### src/rtl/multicycle_controller.sv
// Control FSM for the multicycle RV32I core: sequences the shared datapath and
// stalls on memReady for every memory access. Outputs are decoded from state.
module multicycle_controller (
    input  logic       clk,
    input  logic       reset,
    input  logic [6:0] op,
    input  logic [2:0] funct3,
    input  logic       funct7b5,
    input  logic       memReady,
    output logic       pcWrite,
    output logic       adrSrc,
    output logic       irWrite,
    output logic       memWrite,
    output logic       regWrite,
    output logic [1:0] resultSrc,
    output logic [1:0] aluSrcA,
    output logic [1:0] aluSrcB,
    output logic [1:0] immSrc,
    output logic [2:0] aluControl
);

    localparam logic [6:0] OP_LW   = 7'b0000011;
    localparam logic [6:0] OP_ALUI = 7'b0010011;
    localparam logic [6:0] OP_SW   = 7'b0100011;
    localparam logic [6:0] OP_R    = 7'b0110011;
    localparam logic [6:0] OP_LUI  = 7'b0110111;
    localparam logic [6:0] OP_JAL  = 7'b1101111;

    typedef enum logic [3:0] {
        FETCH, DECODE, MEMADR, MEMREAD, MEMWB, MEMWRITE,
        EXECUTER, EXECUTEI, LUI, JAL, ALUWB
    } state_t;

    state_t     state;
    state_t     next_state;
    logic [1:0] alu_op;
    logic       pc_wr;
    logic       ir_wr;
    logic       mem_wr;
    logic       reg_wr;

    always_ff @(posedge clk) begin
        if (reset) state <= FETCH;
        else       state <= next_state;
    end

    always_comb begin
        next_state = state;
        case (state)
            FETCH:    if (memReady) next_state = DECODE;
            DECODE: begin
                case (op)
                    OP_LW, OP_SW: next_state = MEMADR;
                    OP_R:         next_state = EXECUTER;
                    OP_ALUI:      next_state = EXECUTEI;
                    OP_LUI:       next_state = LUI;
                    OP_JAL:       next_state = JAL;
                    default:      next_state = FETCH;
                endcase
            end
            MEMADR:   next_state = (op == OP_LW) ? MEMREAD : MEMWRITE;
            MEMREAD:  if (memReady) next_state = MEMWB;
            MEMWB:    next_state = FETCH;
            MEMWRITE: if (memReady) next_state = FETCH;
            EXECUTER: next_state = ALUWB;
            EXECUTEI: next_state = ALUWB;
            LUI:      next_state = ALUWB;
            JAL:      next_state = ALUWB;
            ALUWB:    next_state = FETCH;
            default:  next_state = FETCH;
        endcase
    end

    always_comb begin
        pc_wr     = 1'b0;
        ir_wr     = 1'b0;
        mem_wr    = 1'b0;
        reg_wr    = 1'b0;
        adrSrc    = 1'b0;
        resultSrc = 2'b00;
        aluSrcA   = 2'b00;
        aluSrcB   = 2'b00;
        alu_op    = 2'b00;
        case (state)
            FETCH: begin
                aluSrcB   = 2'b10;
                resultSrc = 2'b10;
                ir_wr     = memReady;
                pc_wr     = memReady;
            end
            DECODE: begin
                aluSrcA = 2'b01;
                aluSrcB = 2'b01;
            end
            MEMADR: begin
                aluSrcA = 2'b10;
                aluSrcB = 2'b01;
            end
            MEMREAD:  adrSrc = 1'b1;
            MEMWB: begin
                resultSrc = 2'b01;
                reg_wr    = 1'b1;
            end
            MEMWRITE: begin
                adrSrc = 1'b1;
                mem_wr = 1'b1;
            end
            EXECUTER: begin
                aluSrcA = 2'b10;
                alu_op  = 2'b10;
            end
            EXECUTEI: begin
                aluSrcA = 2'b10;
                aluSrcB = 2'b01;
                alu_op  = 2'b10;
            end
            LUI: begin
                aluSrcA = 2'b11;
                aluSrcB = 2'b01;
            end
            JAL: begin
                aluSrcA = 2'b01;
                aluSrcB = 2'b10;
                pc_wr   = 1'b1;
            end
            ALUWB:    reg_wr = 1'b1;
            default:  ;
        endcase
    end

    // Reset masks every write enable so an abandoned instruction leaves no trace.
    assign pcWrite  = pc_wr  & ~reset;
    assign irWrite  = ir_wr  & ~reset;
    assign memWrite = mem_wr & ~reset;
    assign regWrite = reg_wr & ~reset;

    always_comb begin
        case (op)
            OP_LUI:  immSrc = 2'b01;
            OP_JAL:  immSrc = 2'b10;
            OP_SW:   immSrc = 2'b11;
            default: immSrc = 2'b00;
        endcase
    end

    always_comb begin
        aluControl = 3'b000;
        if (alu_op == 2'b01) begin
            aluControl = 3'b001;
        end else if (alu_op == 2'b10) begin
            case (funct3)
                3'b000:  aluControl = (op == OP_R && funct7b5) ? 3'b001 : 3'b000;
                3'b010:  aluControl = 3'b101;
                3'b110:  aluControl = 3'b011;
                3'b111:  aluControl = 3'b010;
                default: aluControl = 3'b000;
            endcase
        end
    end

endmodule

### config.mk
export PLATFORM = sky130hd
export DESIGN_NAME = multicycle_controller
export DESIGN_NICKNAME = d
export VERILOG_FILES = /design/src/rtl/multicycle_controller.sv
export SDC_FILE = /design/constraint.sdc
export NUM_CORES = 1
export LEC_CHECK = 0
export BUFFER_PORTS_ARGS = -buffer_cell sky130_fd_sc_hd__clkbuf_2
export CORE_UTILIZATION = 45
export DETAILED_ROUTE_END_ITERATION = 16
export GPL_TIMING_DRIVEN = 0
export PLACE_DENSITY = 0.81
export SLEW_MARGIN = 10
export SYNTH_ARGS = -nofsm -noshare
export SYNTH_HDL_FRONTEND = slang
export SYNTH_SLANG_ARGS = --single-unit
export TNS_END_PERCENT = 5
### constraint.sdc
create_clock -name clk -period 1.9 [get_ports clk]
set_input_delay 0.57 -clock clk [delete_from_list [all_inputs] [get_ports clk]]
set_output_delay 0.57 -clock clk [all_outputs]
set_load 0.01 [all_outputs]
Word-level counts from Yosys, hierarchy flattened
Cells that the tools add are included.
{ "totals": {"ff_bits": 4, "output_inout_bits": 16, "word_cells": 63} }
{ "classes": {"n_eq_ne": 24, "muxes": 20, "bitwise_logic": 5, "reduce_logical": 13} }
{ "op_table": {"columns": ["op", "count"], "rows": [
  ["$pmux 4 s6", 1],
  ["$eq 7x6->1 const B", 3],
  ["$pmux 4 s5", 1],
  ["$eq 4x3->1 const B", 4],
  ["$eq 4x4->1 const B", 3],
  ["$mux 4", 3],
  ["$pmux 2 s3", 2],
  ["$pmux 3 s4", 1],
  ["$reduce_or 2->1", 6],
  ["$mux 3", 3],
  ["$eq 4x2->1 const B", 2],
  ["$pmux 2 s2", 2],
  ["$reduce_or 4->1", 2],
  ["$eq 7x2->1 const B", 1],
  ["$eq 7x5->1 const B", 1],
  ["$eq 7x7->1 const B", 1],
  ["$eq 3x3->1 const B", 2],
  ["$ne 2x2->1 const B", 3],
  ["$mux 1", 5],
  ["$and 1x1->1", 4],
  ["$eq 4x1->1 const B", 1],
  ["$logic_not 4->1", 1],
  ["$eq 3x2->1 const B", 1],
  ["$logic_not 3->1", 1],
  ["other kinds (8)", 8]
]} }

Longest topological paths before layout
Gate-level depths: netlist of the first run.
{ "depth": {"word_depth": 6, "ltp_mapped": 6, "depth_no_buf": 4} }

Worst setup path before layout of the first run
OpenSTA, ideal clock, no wires.
{ "synth_path": {"path_type": "input to output", "startpoint": "in op[2]", "endpoint": "out aluControl[0]", "t_arrival_ps": 1452, "required_time_ps": 1330, "path_slack_ps": -122, "cell_stages": 4, "n_path_buf": 0, "path_cell_list": "or3_4 -> nor2_4 -> a31oi_1 -> nor3_1"} }
{ "synth_via": {"elab_chain_cells": 6} }
{ "synth_lines": {"columns": ["element", "line", "rtl"], "rows": [
  ["start, declared", "6", "input logic [6:0] op,"],
  ["$eq 7x6->1", "152", "3'b000: aluControl = (op == OP_R && funct7b5) ? 3'b001 : 3'b000;"],
  ["$logic_and 1x1->1", "152", null],
  ["$mux 1", "152", null],
  ["$pmux 3 s4", "151", "case (funct3)"],
  ["$mux 3", "150", "end else if (alu_op == 2'b10) begin"],
  ["$mux 3", "148", "if (alu_op == 2'b01) begin"],
  ["end, declared", "19", "output logic [2:0] aluControl"]
]} }
No other way between the ends.

Worst setup path in the final report of the first run
Ends and elaborated chain as after synthesis.

==> results of run 1 <==
worst max-delay path by stage:
| stage | start | endpoint | slack, ns | cells past startpoint |
|---|---|---|---|---|
| 2_1_floorplan | op[2] | aluControl[0] | -0.05 | 4 |
| 3_3_place_gp | op[2] | aluControl[0] | -0.29 | 6 |
| 3_5_place_dp | op[2] | aluControl[0] | -0.31 | 6 |
| 4_1_cts | op[2] | aluControl[0] | -0.25 | 6 |
| 5_1_grt | op[2] | aluControl[0] | -0.26 | 6 |
| 6_report | op[2] | aluControl[0] | -0.21 | 6 |
cell families (layout without fill, tap and decap cells):
logic type             after synthesis  count (layout)  synth area share, %
XOR/XNOR                             3               3                 4.11
AND/OR/NAND/NOR                     49              49                 43.1
multiplexers                         2               2                 3.52
flip-flops                           4               4                 12.5
buffers and inverters               13              42                 8.41
AO/OA/AOI/OAI                       26              26                 28.4
metal layers:
metal	wire length [µm]	vias up
met1	805	371
li1	-	417
met3	142	0
met4	0	0
met2	924	46
met5	0	-
tightest hold or removal path, delay by kind of cell (launching register included):
family | cells | cell delay [ns]
flops | 1 | 0.37
simple gates | 1 | 0.14
compound gates | 1 | 0.05
power by group through the flow:
stage / logic (µW) / registers (µW) / clock network, µW
after floorplan: 64.6 / 87.9 / 0
after global placement: 97.6 / 88.0 / 0
after detailed placement: 99.4 / 88.0 / 0
after CTS: 108 / 86.8 / 111
after global routing: 130 / 86.9 / 124
final: 118 / 86.9 / 107
cell type report:
cell class,instances,area [µm²]
multi-input combinational,80,559
tap,15,18.8
inverter,2,7.51
sequential,4,83.8
timing repair buffer,27,154
buffer,10,96.3
clock buffer,3,22.5
fill,111,375
what timing repair did:
action	in CTS	in global routing
cloned	0	0
gates resized for setup	16	31
endpoints found under the hold margin	0	0
pin swaps	1	0
setup endpoints to repair	15	15
setup buffers	1	0
placed cells by master, fill, tap and decap left out, types with 3 or more instances in the layout:
| cell type | count |
|---|---|
| clkbuf_2 | 16 |
| nand2_1 | 10 |
| buf_2 | 9 |
| nor2_1 | 6 |
| o21ai_0 | 6 |
| a21oi_1 | 5 |
| nor3_1 | 5 |
| nand2b_1 | 4 |
| buf_4 | 3 |
| buf_8 | 3 |
| nor4_2 | 3 |
| nor2b_1 | 3 |
| clkbuf_4 | 3 |
| dfxtp_2 | 3 |
through the flow:
stage | hold slack [ns] | total power [µW]
3_5_place_dp | 0.678 | 187
4_1_cts | 0.644 | 306
5_1_grt | 0.655 | 340
6_report | 0.617 | 311
3_3_place_gp | 0.664 | 186
2_1_floorplan | 0.607 | 152
==> impl_metrics.yaml, run 1 <==
timing:
  setup_viol: 8
  fin_skew_ns: 0.00400
  rsz0062_at_grt: "true"
  setup-tns-final_ns: -0.649
  fin_ws_ns: -0.211
  finalCriticalPeriod_ns: 2.11
  max_freq_ghz: 0.474
  min_period_over_period_pct: 111
  worst_pin_slew_ns: 0.473
  hold_viol: 0
  drv_slew: 0
  relSlewSlack_pct: 68.5
critical_path:
  r2r_end: "state[0]"
  crit_family: "simple AND/OR/NAND/NOR gates"
  critPathCaptureType: "primary output"
  critical_path.cell_chain: "buf_8, or3_4, nor2_4, a31oi_1, nor3_2, buf_2"
  crit_buf_inv: 2
  max_stage_delay_ns: 0.41
  crit_slowest_cell: "or3_4"
  reg2reg_depth: 5
  r2r_slack_ns: 0.55
  worst-path-max-fanout: 4
  crit-reg2reg-launch: "state[0]"
  crit_arrival_ns: 1.54
  criticalPathCategory: "input port to primary output"
  required_ns: 1.33
  start_kind: "input port"
routing:
  wl_um: 1870
  num_vias: 834
  drtIter0Drc: 26
  drc: 0
  post_drt_wl_per_cell_um: 13.3
  drtAntennaViolNets: 0
  viasPerCell: 5.91
  dr.pass1.iters: 4
synth:
  synthesis.area_um2: 639
  yosysTopAreaCellShare_pct: 12.5
  yosysUniqueCellTypes: 37
  synth_edf_count: 0
  seq_area_frac_synth_pct: 12.5
  synth_async_sr_flop_share_pct: 0
  syn-num-nets: 111
  synth_cells: 97
  yosysTopAreaCell: "dfxtp_1"
  yosysMostFrequentCell: "nand2_1"
  ys.flop_type: "dfxtp_1"
  ys_seq_elements: 4
  synth_common_cells: "10 x nand2_1, 8 x nor2_1, 7 x nor3_1"
  yosysWarningCount: 0
  yosys-top-cells-area: "dfxtp_1 13%, nand2_1 5.9%, nor3_1 5.5%, a21oi_1 4.7%, o21ai_0 4.7%"
  syn_avg_cell_area_um2: 6.59
placement:
  port_buffers: 26
  dp_cells: 138
  dp_slack_ns: -0.306
  post_dp_cell_area_um2: 793
  dp.final_hpwl_um: 1270
  gp_congestion: 0.962
global_routing:
  antenna_found_initial: 0
  grt_util_all_layers_pct: 25.8
  busiest_layer: "met2"
  grt_pass1_vias: 691
  grt_pass1_wl_um: 2800
  grt_max_degree: 11
  use_met3_pct: 6.82
  grt_overflow: 0
  met2_usage_pct: 48.0
  globalRouteMet1Util_pct: 30.1
finish:
  area_growth_pct: 47.4
  top_register: "state"
  design_area_um2: 942
  n_antenna_cell: 0
  final_core_util_pct: 71.5
  instances_no_fill: 141
  reg.largest.list: "state: 4 flops"
  finalNetCount: 142
  largest_register_ffs: 4
  drive_above_1_share_pct: 45.2
min_path:
  hp-start: "state[1]"
  min_path_cells: 2
  whs_endpoint: "state[0]"
  hold_class: "register to register"
clock_network:
  cts.path.max_buffers: 2
  clk_pin_slew_ns: 0.04
  clock-sinks: 4
  cts_tree: "built"
  cts_root_buffer: "clkbuf_4"
  h-tree-depth: 1
  numCtsBuffers: 3
  clock_latency_ns: 0.24
  cts_hold_buf: 0
power:
  p_int_uw: 209
  power.density_nw_per_um2: 331
  power.share.switching_pct: 32.9
  ir_drop_mv: 0.305
  p_leak_uw: 0.000384
  p_switching_uw: 102
  pwr-share-comb_pct: 37.7
  seqPwrFrac_pct: 27.9
  clkPwrFrac_pct: 34.4
floorplan:
  start_util_pct: 48.5
  fp.dieH_um: 39.7
  ios: 30
  core_area_um2: 1320
  die_area_um2: 1580
  die_x_um: 39.7
  fp-row-count: 13
outcome:
  outcome: "finished with violations"
  violations: "setup timing"
run:
  maxCapViolations: 0
(Power assumes the default switching activity.)
==> run 2: changes to the inputs <==
--- a/config.mk
+++ b/config.mk
@@ -5,11 +5,12 @@
 export SDC_FILE = /design/constraint.sdc
 export NUM_CORES = 1
 export LEC_CHECK = 0
+export ABC_AREA = 1
 export BUFFER_PORTS_ARGS = -buffer_cell sky130_fd_sc_hd__clkbuf_2
-export CORE_UTILIZATION = 45
+export CORE_UTILIZATION = 38
 export DETAILED_ROUTE_END_ITERATION = 16
 export GPL_TIMING_DRIVEN = 0
-export PLACE_DENSITY = 0.81
+export PLACE_DENSITY = 0.76
 export SLEW_MARGIN = 10
 export SYNTH_ARGS = -nofsm -noshare
 export SYNTH_HDL_FRONTEND = slang
==> constraint.sdc (replaced) <==
create_clock -name clk -period 1.7 [get_ports clk]
set_input_delay 0.51 -clock clk [delete_from_list [all_inputs] [get_ports clk]]
set_output_delay 0.51 -clock clk [all_outputs]
set_load 0.01 [all_outputs]
==> run 2 against run 1 <==
Compared with the run above:
- the run still ends with setup timing left
- hold slack got worse by 0.045 ns
- clock-buffer cell count did not move
- wire length is 15% lower
- die area is 1.4% higher
- highest routed layer is now met4
==> impl_metrics.yaml, run 2 <==
outcome:
  outcome: "finished with violations"
  violations: "setup timing"
global_routing:
  use_met3_pct: 0
  grt_util_all_layers_pct: 19.2
  met2_usage_pct: 31.5
  globalRouteMet1Util_pct: 27.5
  grt_overflow: 0
  busiest_layer: "met2"
  antenna_found_initial: 0
  grt_pass1_vias: 545
  grt_max_degree: 9
  grt_pass1_wl_um: 2140
timing:
  max_freq_ghz: 0.577
  worst_pin_slew_ns: 0.424
  min_period_over_period_pct: 102
  drv_slew: 0
  setup_viol: 3
  hold_viol: 0
  fin_skew_ns: 0.000761
  relSlewSlack_pct: 71.7
  fin_ws_ns: -0.0337
  finalCriticalPeriod_ns: 1.73
  rsz0062_at_grt: "true"
synth:
  seq_area_frac_synth_pct: 14.6
  synth_compound_area_share_pct: 9.13
  yosysTopAreaCell: "nand2_1"
  yosysMostFrequentCell: "nand2_1"
  synth_simple_gate_area_share_pct: 62.6
  synth_common_cells: "36 x nand2_1, 14 x nor2_1, 13 x inv_1"
  synth_top_family_by_area: "simple AND/OR/NAND/NOR gates"
  synth_cells: 106
  yosys.area_share.xor_xnor_pct: 0
  synth_fa_ha_area_share_pct: 0
  synth_mux_area_share_pct: 0
  ys.flop_type: "dfxtp_1"
  synthesis.area_um2: 548
  syn_avg_cell_area_um2: 5.17
  synth_edf_count: 0
  ys_seq_elements: 4
  syn-num-nets: 120
  yosysTopAreaCellShare_pct: 24.7
  yosysWarningCount: 0
  yosysUniqueCellTypes: 17
  yosys-top-cells-area: "nand2_1 25%, dfxtp_1 15%, nor2_1 9.6%, inv_1 8.9%, nand3_1 7.3%"
  synth_async_sr_flop_share_pct: 0
finish:
  finalNetCount: 161
  largest_register_ffs: 4
  design_area_um2: 865
  final_core_util_pct: 65.6
  n_fill_cell: 126
  instances_no_fill: 160
  ff_latch_area_um2: 92.6
  multi_input_area_um2: 455
  reg.largest.list: "state: 4 flops"
  n_antenna_cell: 0
  top_register: "state"
  drive_above_1_share_pct: 51.0
  final_common_cell: "nand2_1"
  area_growth_pct: 57.8
  layout_common_cells: "33 x nand2_1, 20 x clkbuf_2, 11 x inv_1, 11 x nor2_1"
floorplan:
  die_area_um2: 1600
  core_area_um2: 1320
  fp-row-count: 13
  ios: 30
  start_util_pct: 41.6
  die_x_um: 40.0
  fp.dieH_um: 40.0
clock_network:
  cts_tree: "built"
  numCtsBuffers: 3
  cts_hold_buf: 0
  h-tree-depth: 1
  clock-sinks: 4
  cts_root_buffer: "clkbuf_4"
  clock_latency_ns: 0.23
  clk_pin_slew_ns: 0.04
  cts.path.max_buffers: 2
min_path:
  hp-start: "state[0]"
  hold_class: "register to register"
routing:
  viasPerCell: 4.93
  drtIter0Drc: 17
  wl_um: 1590
  num_vias: 789
  post_drt_wl_per_cell_um: 9.94
  drtAntennaViolNets: 0
  drc: 0
  dr.pass1.iters: 4
critical_path:
  crit_buf_inv: 2
  required_ns: 1.19
  r2r_slack_ns: 0.47
  cp-startpoint: "state[0]"
  critPathCaptureType: "primary output"
  crit-reg2reg-launch: "state[3]"
  critical_path.cell_chain: "inv_2, nand2_1, nor2_4, a21oi_2, o211ai_1, buf_2"
  crit_family: "flip-flops"
  worst-path-max-fanout: 6
  crit_arrival_ns: 1.22
  crit_slowest_cell: "dfxtp_4"
  max_stage_delay_ns: 0.40
  start_kind: "register"
  criticalPathCategory: "register to primary output"
run:
  maxCapViolations: 0
placement:
  dp.final_hpwl_um: 1140
  post_dp_cell_area_um2: 707
  dp_cells: 149
  port_buffers: 28
  gp_congestion: 0.827
power:
  power.density_nw_per_um2: 411
  p_leak_uw: 0.000523
  ir_drop_mv: 0.333
==> run 2: cell count changes after synthesis, moves of 6 or more <==
cell,delta
nand2_1,+26
inv_1,+11
clkbuf_1,-6
inv_2,+6
nand3_1,+6
nor2_1,+6
o21ai_0,-6
==> run 2: report_power, final <==
| part | leakage [µW] | total, µW | internal [µW] | switching (µW) |
|---|---|---|---|---|
| combinational | 0.000474 | 138 | 56.7 | 81.2 |
| sequential | 0.0000352 | 105 | 95.4 | 9.75 |
| clock | 0.0000138 | 112 | 78.6 | 33.8 |
==> run 2: final timing paths <==
path | end | cells past startpoint
setup / recovery | aluSrcB[0] | 6
hold / removal | state[0] | 2
setup reg to reg | state[1] | 10
hold reg to reg | state[0] | 2
==> run 2: cells by family (layout without fill, tap and decap cells) <==
group                  Yosys count  count (layout)
flip-flops                       4               4
AND/OR/NAND/NOR                 74              74
buffers and inverters           20              59
AO/OA/AOI/OAI                    8               8
==> run 2: final cells by class <==
type / count / area share (%)
timing repair buffer: 36 / 23.2
tap: 15 / 2.17
sequential: 4 / 10.7
multi-input combinational: 82 / 52.7
buffer: 1 / 0.434
inverter: 19 / 8.25
clock buffer: 3 / 2.60
==> run 2: worst register-to-register path, cell delays in order (launching register included) <==
cell and delay [ns]:
dfxtp_2 0.35, nor2_4 0.15, inv_2 0.08, nor2_4 0.13, buf_4 0.14, inv_2 0.03
nor2_1 0.09, nor2_1 0.05, nand3_1 0.07, nand2_1 0.05, inv_1 0.04
==> run 2: per-layer routing <==
layer / share of wire, % / wire length (µm) / up-vias
li1: - / - / 413
met1: 43 / 687 / 355
met2: 51 / 819 / 19
met3: 4.4 / 70 / 2
met4: 0.82 / 13 / 0
met5: 0 / 0 / -
==> run 2: stage by stage <==
step	hold slack (ns)	power (µW)	setup TNS, ns	setup WS, ns
after global placement	0.598	220	-0.213	-0.111
after detailed placement	0.606	223	-0.253	-0.117
after global routing	0.583	377	-0.490	-0.0939
final	0.572	356	-0.0482	-0.0337
after floorplan	0.570	179	0	0.0981
after CTS	0.566	351	-0.152	-0.0433
==> run 2: repair_timing <==
item / CTS / global route
pin swaps: 7 / 8
resized for setup: 18 / 15
setup endpoints to repair: 13 / 14
setup buffers: 5 / 3
==> run 3: changes to the inputs <==
--- a/config.mk
+++ b/config.mk
@@ -6,7 +6,7 @@
 export NUM_CORES = 1
 export LEC_CHECK = 0
 export ABC_AREA = 1
-export BUFFER_PORTS_ARGS = -buffer_cell sky130_fd_sc_hd__clkbuf_2
+export BUFFER_PORTS_ARGS = -buffer_cell sky130_fd_sc_hd__buf_4
 export CORE_UTILIZATION = 38
 export DETAILED_ROUTE_END_ITERATION = 16
 export GPL_TIMING_DRIVEN = 0
==> run 3 against run 2 <==
Compared with the run above:
- the flow still finishes with violations (setup timing)
- non-clock buffer count unchanged
- cell count unchanged
- wire length up 9.1%
- largest cell class unchanged
- critical path type unchanged
- sequential cell count unchanged
- total power up 8.9%
==> impl_metrics.yaml, run 3 (synthesized netlist as in run 2, its figures left out) <==
outcome:
  outcome: "finished with violations"
  violations: "setup timing"
timing:
  drv_slew: 0
  fin_skew_ns: 0.00708
  worst_pin_slew_ns: 0.501
  min_period_over_period_pct: 103
  max_freq_ghz: 0.571
  setup_viol: 5
  relSlewSlack_pct: 66.6
  finalCriticalPeriod_ns: 1.75
  setup-tns-final_ns: -0.101
  timing.hold.ws_ns: 0.649
  fin_ws_ns: -0.0523
  rsz0062_at_grt: "true"
  hold_viol: 0
run:
  maxCapViolations: 0
placement:
  dp_cells: 149
  post_dp_cell_area_um2: 777
  port_buffers: 28
  dp.final_hpwl_um: 1130
  gp_congestion: 0.847
critical_path:
  start_kind: "register"
  required_ns: 1.19
  crit-reg2reg-launch: "state[3]"
  critPathCaptureType: "primary output"
  cp-startpoint: "state[3]"
  worst-path-max-fanout: 4
  crit_arrival_ns: 1.24
  criticalPathCategory: "register to primary output"
floorplan:
  die_area_um2: 1600
  fp.dieH_um: 40.0
  fp-row-count: 13
  ios: 30
  core_area_um2: 1320
  start_util_pct: 41.6
  die_x_um: 40.0
clock_network:
  h-tree-depth: 1
  clk_pin_slew_ns: 0.04
  cts_root_buffer: "clkbuf_4"
  clock_latency_ns: 0.23
  cts_hold_buf: 0
  numCtsBuffers: 3
  cts.path.max_buffers: 2
  clock-sinks: 4
  cts_tree: "built"
power:
  power.density_nw_per_um2: 410
  p_leak_uw: 0.000540
  ir_drop_mv: 0.329
finish:
  finalNetCount: 161
  design_area_um2: 945
  ff_latch_area_um2: 92.6
  top_register: "state"
  reg.largest.list: "state: 4 flops"
  multi_input_area_um2: 455
  n_antenna_cell: 0
  area_growth_pct: 72.4
  largest_register_ffs: 4
  final_common_cell: "buf_4"
  layout_common_cells: "34 x buf_4, 33 x nand2_1, 9 x inv_2, 9 x inv_1, 9 x nor2_1"
  n_fill_cell: 129
  drive_above_1_share_pct: 52.4
  instances_no_fill: 160
global_routing:
  grt_max_degree: 9
  grt_util_all_layers_pct: 20.7
  grt_pass1_wl_um: 2310
  grt_pass1_vias: 603
  antenna_found_initial: 0
  grt_overflow: 0
routing:
  wl_um: 1740
  drc: 0
  dr.pass1.iters: 4
  viasPerCell: 4.88
  drtIter0Drc: 8
  num_vias: 781
  drtAntennaViolNets: 0
  post_drt_wl_per_cell_um: 10.8
min_path:
  hold_class: "input port to register"
  hp-start: "memReady"
-- run 3: power by group --
part	internal (µW)	switching [µW]	total [µW]
sequential	95.3	7.96	103
combinational	80.1	87.1	167
clock	78.9	37.9	117
-- run 3: worst paths after layout --
check               endpoint  slack [ns]  cells past startpoint
hold reg to reg     state[2]        0.69                      4
setup reg to reg    state[0]        0.49                      7
hold / removal      state[0]        0.65                      4
setup / recovery  aluSrcB[0]       -0.05                      6
-- run 3: per-layer routing --
metal | vias up | share of wire [%] | track usage (%)
met5 | - | 0 | 0
met4 | 0 | 0 | 5.17
met3 | 0 | 3.2 | 0
met2 | 14 | 55 | 39.1
met1 | 359 | 42 | 25.6
li1 | 408 | - | -
-- run 3: layout make-up --
class                   count  area share (%)
inverters                  19            7.81
flip-flops and latches      4            9.80
well taps                  15            1.99
clock buffers               3            2.38
repair buffers             36            29.4
multi-input cells          82            48.2
plain buffers               1           0.397
-- run 3: worst max-delay path, cell delays in order (launching register included) --
cell and delay (ns):
dfxtp_2 0.35, nor2_4 0.16, inv_2 0.08, nor2_4 0.11, inv_1 0.06, o211ai_1 0.10, buf_4 0.15
-- run 3: through the flow --
step | total power, µW | util [%] | setup slack (ns)
floorplan | 179 | - | 0.0981
global placement | 237 | 59.0 | -0.124
global route | 416 | 71.7 | -0.138
CTS | 381 | 69.1 | -0.0291
finish | 387 | 71.7 | -0.0523
detailed placement | 239 | 59.0 | -0.138
-- run 3: what timing repair did --
item                       in CTS  in global routing
buffers inserted                6                  2
setup endpoints to repair      12                 11
hold endpoints to repair        0                  0
pin swaps                      11                  3
gates cloned                    0                  0
gates resized for setup        24                  7
